**config.mk**
```make
export PLATFORM = sky130hd
export DESIGN_NAME = svn_scan_ctrl
export DESIGN_NICKNAME = d
export VERILOG_FILES = /design/src/rtl/svn_scan_ctrl.sv
export SDC_FILE = /design/constraint.sdc
export NUM_CORES = 1
export LEC_CHECK = 0
export CAP_MARGIN = 20
export CORE_AREA = 2 2 86 88
export CTS_CLUSTER_SIZE = 14
export DETAILED_ROUTE_END_ITERATION = 7
export DIE_AREA = 0 0 88 90
export PLACE_DENSITY_LB_ADDON = 0.25
export SETUP_SLACK_MARGIN = 0.05
export SKIP_LAST_GASP = 1
export SLEW_MARGIN = 10
export SYNTH_ARGS = -nofsm -noshare
export SYNTH_HDL_FRONTEND = slang
export SYNTH_SLANG_ARGS = --single-unit
```
**constraint.sdc**
```tcl
create_clock -name clk -period 2.1 [get_ports clk]
set_input_delay 0.315 -clock clk [delete_from_list [all_inputs] [get_ports clk]]
set_output_delay 0.315 -clock clk [all_outputs]
set_load 0.02 [all_outputs]
```
**src/rtl/svn_scan_ctrl.sv**
```systemverilog
// Multiplexed scan controller for an 8-digit common-anode 7-segment display.
// Optional anti-ghosting dead time at the start of each slot when SEG_BLANK_EN is defined.
module svn_scan_ctrl #(
  parameter int unsigned N_DIGITS    = 8,
  parameter int unsigned REFRESH_DIV = 100000,
  parameter int unsigned BLANK_CYC   = 1000
) (
  input  logic                    clk,
  input  logic                    rst_n,
  input  logic                    en,
  input  logic [4*N_DIGITS-1:0]   data,
  input  logic [N_DIGITS-1:0]     dp_mask,
  input  logic [N_DIGITS-1:0]     digit_en,
  input  logic                    upd_req,
  output logic                    upd_ack,
  output logic [3:0]              bcd,
  output logic                    dp_in,
  output logic [7:0]              AN,
  output logic                    frame_tick
);

  localparam int unsigned CNT_W = $clog2(REFRESH_DIV);
  localparam int unsigned IDX_W = (N_DIGITS > 1) ? $clog2(N_DIGITS) : 1;

  // Dead time collapses to zero cycles when the blanking feature is not built in.
  localparam int unsigned BLANK_EFF =
`ifdef SEG_BLANK_EN
    BLANK_CYC;
`else
    BLANK_CYC * 0;
`endif

  logic [CNT_W-1:0]    cnt;
  logic [IDX_W-1:0]    idx;
  logic [3:0]          shadow_nib [N_DIGITS];
  logic [N_DIGITS-1:0] shadow_dp;
  logic                slot_end;
  logic                frame_end;
  logic                load;
  logic                blank;
  logic [7:0]          an_sel;

  assign slot_end  = (cnt == CNT_W'(REFRESH_DIV - 1));
  assign frame_end = en && slot_end && (idx == IDX_W'(N_DIGITS - 1));
  // While dark the shadow can be refreshed at any time without visible tearing.
  assign load      = upd_req && (frame_end || !en);

  generate
    if (BLANK_EFF > 0) begin : g_blank
      assign blank = (cnt < CNT_W'(BLANK_EFF));
    end else begin : g_no_blank
      assign blank = 1'b0;
    end
  endgenerate

  always_comb begin
    an_sel = 8'hFF;
    if (digit_en[idx] && !blank) an_sel[idx] = 1'b0;
  end

  always_ff @(posedge clk or negedge rst_n) begin
    if (!rst_n) begin
      cnt        <= '0;
      idx        <= '0;
      shadow_dp  <= '0;
      for (int i = 0; i < N_DIGITS; i++) shadow_nib[i] <= 4'hF;
      AN         <= 8'hFF;
      bcd        <= 4'hF;
      dp_in      <= 1'b0;
      upd_ack    <= 1'b0;
      frame_tick <= 1'b0;
    end else begin
      upd_ack    <= load;
      frame_tick <= frame_end;
      if (load) begin
        for (int i = 0; i < N_DIGITS; i++) shadow_nib[i] <= data[4*i +: 4];
        shadow_dp <= dp_mask;
      end
      if (!en) begin
        cnt <= '0;
        idx <= '0;
        AN  <= 8'hFF;
      end else begin
        if (slot_end) begin
          cnt <= '0;
          idx <= (idx == IDX_W'(N_DIGITS - 1)) ? '0 : idx + 1'b1;
        end else begin
          cnt <= cnt + 1'b1;
        end
        AN <= an_sel;
      end
      bcd   <= shadow_nib[idx];
      dp_in <= shadow_dp[idx];
    end
  end

endmodule
```
==> Word level (Yosys, flattened, before mapping) <==
Cells that the tools add are included.
W data, S select, Z words.
{ "classes": {"order_cmp": 3, "n_reduce_logical": 6, "n_eq_ne": 3, "bitwise_logic": 2, "add_sub_neg": 2, "n_mux": 16} }
{ "ops": {"columns": ["operator", "n"], "rows": [
  ["$mux W17", 2],
  ["$add A17 B1 Y17 const B", 1],
  ["$eq A17 B17 Y1 const B", 1],
  ["$mux W8", 2],
  ["$bmux W4 S3", 1],
  ["$mux W3", 3],
  ["$mux W4", 2],
  ["$not A8 Y8", 1],
  ["$bmux W1 S3", 2],
  ["$ge A4 B4 Y1 const B", 1],
  ["$logic_and A1 B1 Y1", 4],
  ["$lt A3 B4 Y1 const B", 1],
  ["$not A3 Y4", 1],
  ["$add A3 B1 Y3 const B", 1],
  ["$demux W1 S3", 1],
  ["$eq A3 B3 Y1 const B", 1],
  ["$ge A3 B1 Y1 const B", 1],
  ["$mux W1", 3],
  ["$ne A2 B1 Y1 const B", 1],
  ["$logic_not A1 Y1", 1],
  ["$logic_or A1 B1 Y1", 1]
]} }
{ "totals": {"register_bits": 75} }

==> Depth between registers and ports, before layout <==
{ "logic_depth": {"depth_word": 7, "ltp_mapped": 7, "depth_no_buf": 5} }

==> Worst setup path before layout <==
Ideal clock, no wire load.
{ "synth_path": {"path_type": "register -> register", "from": "register cnt[0]", "to": "register shadow_dp[0]", "path_stages_with_launch": 8, "slack_ns": 0.223, "n_path_buf": 2, "t_required_ns": 1.975, "arrival_time_ns": 1.752, "cell_sequence": "dfrtp_1 -> ha_1 -> and4_1 -> buf_4 -> nand4_4 -> o22ai_4 -> buf_6 -> mux2_2"} }
{ "synth_between": {"elab_chain_cells": 5} }
{ "synth_lines": {"columns": ["element", "line_no", "source"], "rows": [
  ["start: declaration", "33", "logic [CNT_W-1:0] cnt;"],
  ["start signal: assignment", "88", "cnt <= cnt + 1'b1;"],
  ["$eq A17 B17 Y1", "43", "assign slot_end = (cnt == CNT_W'(REFRESH_DIV - 1));"],
  ["$logic_and A1 B1 Y1 (2 in series)", "44", "assign frame_end = en && slot_end && (idx == IDX_W'(N_DIGITS - 1));"],
  ["$logic_or A1 B1 Y1", "46", "assign load = upd_req && (frame_end || !en);"],
  ["$logic_and A1 B1 Y1", "46", null],
  ["end signal: assignment", "77", "shadow_dp <= dp_mask;"],
  ["end: declaration", "36", "logic [N_DIGITS-1:0] shadow_dp;"]
]} }
No other way between the ends.
A chain may end at the register's enable or synchronous reset.

==> Worst setup path in the final report <==
Same ends and word-level chain as after synthesis.

==> run_summary.xml <==
<?xml version="1.0" encoding="UTF-8"?>
<metrics>
  <group name="place">
    <metric name="port_buffers" unit="">66</metric>
    <metric name="dpl_cell_area" unit="mm²">0.00416</metric>
    <metric name="routabilityCongestion" unit="">0.779</metric>
    <metric name="dpl.hpwl" unit="mm">4.61</metric>
    <metric name="numPlacedInstances" unit="">411</metric>
  </group>
  <group name="floorplanning">
    <metric name="core.rowCount" unit="">31</metric>
    <metric name="die_width" unit="µm">88</metric>
    <metric name="coreArea" unit="mm²">0.00702</metric>
    <metric name="dieArea" unit="mm²">0.00792</metric>
    <metric name="initial_core_util" unit="%">48.0</metric>
    <metric name="height_of_the_chip" unit="µm">90</metric>
    <metric name="io_pins" unit="">67</metric>
  </group>
  <group name="drt">
    <metric name="vias" unit="">2186</metric>
    <metric name="firstDrtPassIters" unit="">4</metric>
    <metric name="drt.antenna.violating_nets" unit="">0</metric>
    <metric name="post-route-drc-count" unit="">0</metric>
    <metric name="initialDrtViolationCount" unit="">83</metric>
    <metric name="vias_per_cell" unit="">5.11</metric>
    <metric name="wl" unit="mm">6.64</metric>
    <metric name="detail_routed_net_length_per_standard_cell" unit="µm">15.5</metric>
  </group>
  <group name="timing">
    <metric name="fmax" unit="MHz">530</metric>
    <metric name="period_share" unit="%">89.9</metric>
    <metric name="final_worst_clock_skew" unit="ns">0.00707</metric>
    <metric name="relSlewSlack" unit="%">60.7</metric>
    <metric name="hold_fails_final_rpt" unit="">0</metric>
    <metric name="timing.setup.tns" unit="ns">0</metric>
    <metric name="actual_transition_at_the_worst_max_transition_pin" unit="ns">0.588</metric>
    <metric name="holdWs" unit="ns">0.455</metric>
    <metric name="finalSetupViolations" unit="">0</metric>
    <metric name="finalMaxSlewViolations" unit="">0</metric>
    <metric name="rsz0062_at_grt" unit="">no</metric>
    <metric name="timing.final.crit_period" unit="ns">1.89</metric>
  </group>
  <group name="synth">
    <metric name="number_of_library_cell_types_mapped_by_synthesis" unit="">41</metric>
    <metric name="synth_async_sr_flop_share" unit="%">100</metric>
    <metric name="synth_seq_cells" unit="">75</metric>
    <metric name="synth_area_leader_cell" unit="">dfstp_2</metric>
    <metric name="synth-edff-count" unit="">0</metric>
    <metric name="yosys_warnings" unit="">0</metric>
    <metric name="post_synth_inst_count" unit="">250</metric>
    <metric name="syn_avg_cell_area" unit="µm²">13.5</metric>
    <metric name="yosysSeqAreaShare" unit="%">57.3</metric>
    <metric name="ys_top_cells_by_area" unit="">dfstp_2 (34%), dfrtp_1 (23%), mux2_2 (15%), nor2_1 (2.1%), xor2_1 (1.8%)</metric>
    <metric name="ys_dominant_reg_cell" unit="">dfstp_2</metric>
    <metric name="syn_area" unit="mm²">0.00337</metric>
    <metric name="yosysTopAreaCellShare" unit="%">34.3</metric>
    <metric name="yosys-top-cells-count" unit="">dfstp_2 (44), mux2_2 (44), dfrtp_1 (31)</metric>
    <metric name="synth.net_count" unit="">305</metric>
  </group>
  <group name="clocking">
    <metric name="ctsHoldBuffers" unit="">1</metric>
    <metric name="cts_tree" unit="">built</metric>
    <metric name="clkLatencyLatePin" unit="ns">0.34</metric>
    <metric name="cts_setup_buffers" unit="">0</metric>
    <metric name="clockBufferDepth" unit="">2</metric>
    <metric name="inserted_clock_buffers" unit="">9</metric>
    <metric name="postCtsResizedCells" unit="">0</metric>
    <metric name="h-tree-depth" unit="">3</metric>
    <metric name="cts.reportedPaths.clkPinSlew" unit="ns">0.08</metric>
    <metric name="clock-root-buffer" unit="">clkbuf_8</metric>
    <metric name="cts.sink_count" unit="">75</metric>
  </group>
  <group name="layout">
    <metric name="area_occupied_by_multi_input_gates" unit="mm²">0.00135</metric>
    <metric name="layout.nets" unit="">379</metric>
    <metric name="final_area" unit="mm²">0.00440</metric>
    <metric name="diodes" unit="">0</metric>
    <metric name="final_cells" unit="">428</metric>
    <metric name="layout_overhead_on_the_synthesized_area" unit="%">30.6</metric>
    <metric name="finish.utilization" unit="%">62.7</metric>
    <metric name="post_route_cells_drive_above_1_share" unit="%">36.8</metric>
    <metric name="seq_area" unit="mm²">0.00193</metric>
    <metric name="filler_cell_count" unit="">570</metric>
  </group>
  <group name="critical_path">
    <metric name="timing.critical_path.arrival" unit="ns">2.11</metric>
    <metric name="path_max_fanout" unit="">41</metric>
    <metric name="cp_slowest_stage_delay" unit="ns">0.39</metric>
    <metric name="cp_num_buf_inv" unit="">1</metric>
    <metric name="required" unit="ns">2.32</metric>
    <metric name="endpoint_kind" unit="">flop</metric>
    <metric name="start_kind" unit="">flop</metric>
    <metric name="timing.setup.critical_path_class" unit="">reg -&gt; reg</metric>
    <metric name="crit_family" unit="">flip-flops</metric>
    <metric name="worst_path_max_delay_cell" unit="">dfrtp_1</metric>
    <metric name="cp_cell_sequence" unit="">ha_1 &gt; and4_1 &gt; nand4_4 &gt; o22ai_4 &gt; buf_12 &gt; mux2_2</metric>
  </group>
  <group name="power">
    <metric name="power_leakage" unit="nW">1.75</metric>
    <metric name="power.density" unit="mW/mm²">765</metric>
    <metric name="worst_ir_drop_vdd" unit="mV">0.460</metric>
  </group>
  <group name="run_status">
    <metric name="run_status" unit="">complete, no violations</metric>
  </group>
  <group name="global_routing">
    <metric name="grt_max_degree" unit="">43</metric>
    <metric name="grt.total_usage" unit="%">18.1</metric>
    <metric name="grt_pass1_wl" unit="mm">11.0</metric>
    <metric name="number_of_antenna_violations_at_the_first_check_in_global_routing" unit="">0</metric>
    <metric name="first_global_vias" unit="">2312</metric>
    <metric name="grt-ovfl-total" unit="">0</metric>
  </group>
  <group name="worst_hold_path">
    <metric name="hp-class" unit="">in -&gt; async</metric>
  </group>
  <group name="run">
    <metric name="cap_viol_max_count" unit="">0</metric>
  </group>
</metrics>
## layout make-up
type | instances | share of cell area [%]
clock buffer | 13 | 4.35
timing repair buffer | 76 | 17.3
tap | 99 | 2.81
inverter | 2 | 0.170
clock inverter | 3 | 0.909
multi-input combinational | 160 | 30.6
sequential | 75 | 43.9
## cell families (layout without fill, tap and decap cells)
logic type,Yosys count,count (layout),synth area share [%]
AOI/OAI and AO/OA,21,21,4.97
DFF,75,75,57.3
and+or+nand+nor,69,69,11.9
xor gates and xnor gates,13,13,3.38
muxes,54,54,18.6
buffers and inverters,15,94,2.71
adders and majority gates,3,3,1.11
## flip-flops by register name, indices dropped and copies added, names as in the netlist
register / flops
upd_ack: 1
idx: 3
cnt: 17
AN: 8
bcd: 4
shadow_nib: 32
frame_tick: 1
dp_in: 1
shadow_dp: 8
## stage by stage
| step | total power [mW] | worst slack (ns) |
|---|---|---|
| 2_1_floorplan | 1.94 | 0.223 |
| 3_3_place_gp | 2.14 | 0.254 |
| 3_5_place_dp | 2.16 | 0.221 |
| 4_1_cts | 3.40 | 0.194 |
| 5_1_grt | 3.53 | 0.122 |
| 6_report | 3.37 | 0.212 |
## where the power goes
group	internal, mW	leakage (nW)	switching (mW)
combinational	0.256	0.758	0.150
sequential	1.66	0.872	0.0681
clock	0.723	0.120	0.515
total	2.63	1.75	0.733
## path summary, 6_finish.rpt
| path | startpoint | depth (start not counted) | slack, ns | end |
|---|---|---|---|---|
| worst max-delay path | cnt[0] | 6 | 0.21 | shadow_dp[0] |
| min in group clk | digit_en[2] | 2 | 0.47 | AN[2] |
| worst max register to register | cnt[0] | 6 | 0.21 | shadow_dp[0] |
| worst min-delay path | rst_n | 2 | 0.45 | cnt[4] |
| worst min register to register | cnt[0] | 1 | 0.49 | cnt[0] |
| max in group asynchronous | rst_n | 3 | 1.03 | shadow_nib[12] |
## layout by cell type (no fill, tap or decap), types with 4 or more instances in the layout
master and count:
nand3_1 11, a221oi_1 6, mux2_1 5, clkdlybuf4s50_1 65
dfstp_2 44, xnor2_1 6, nor2b_1 5, mux2_2 44
clkbuf_8 10, a22oi_1 4, xor2_1 7, dfrtp_1 31
buf_4 8, nand4_1 7, nand2_1 9, nor2_1 19
## routing by layer
layer | global-route usage, % | part of all wire (%)
met3 | 4.87 | 3.6
met4 | 5.51 | 1.5
met2 | 29.9 | 50
met1 | 23.0 | 45
met5 | 0 | 0
(Power assumes the default switching activity.)
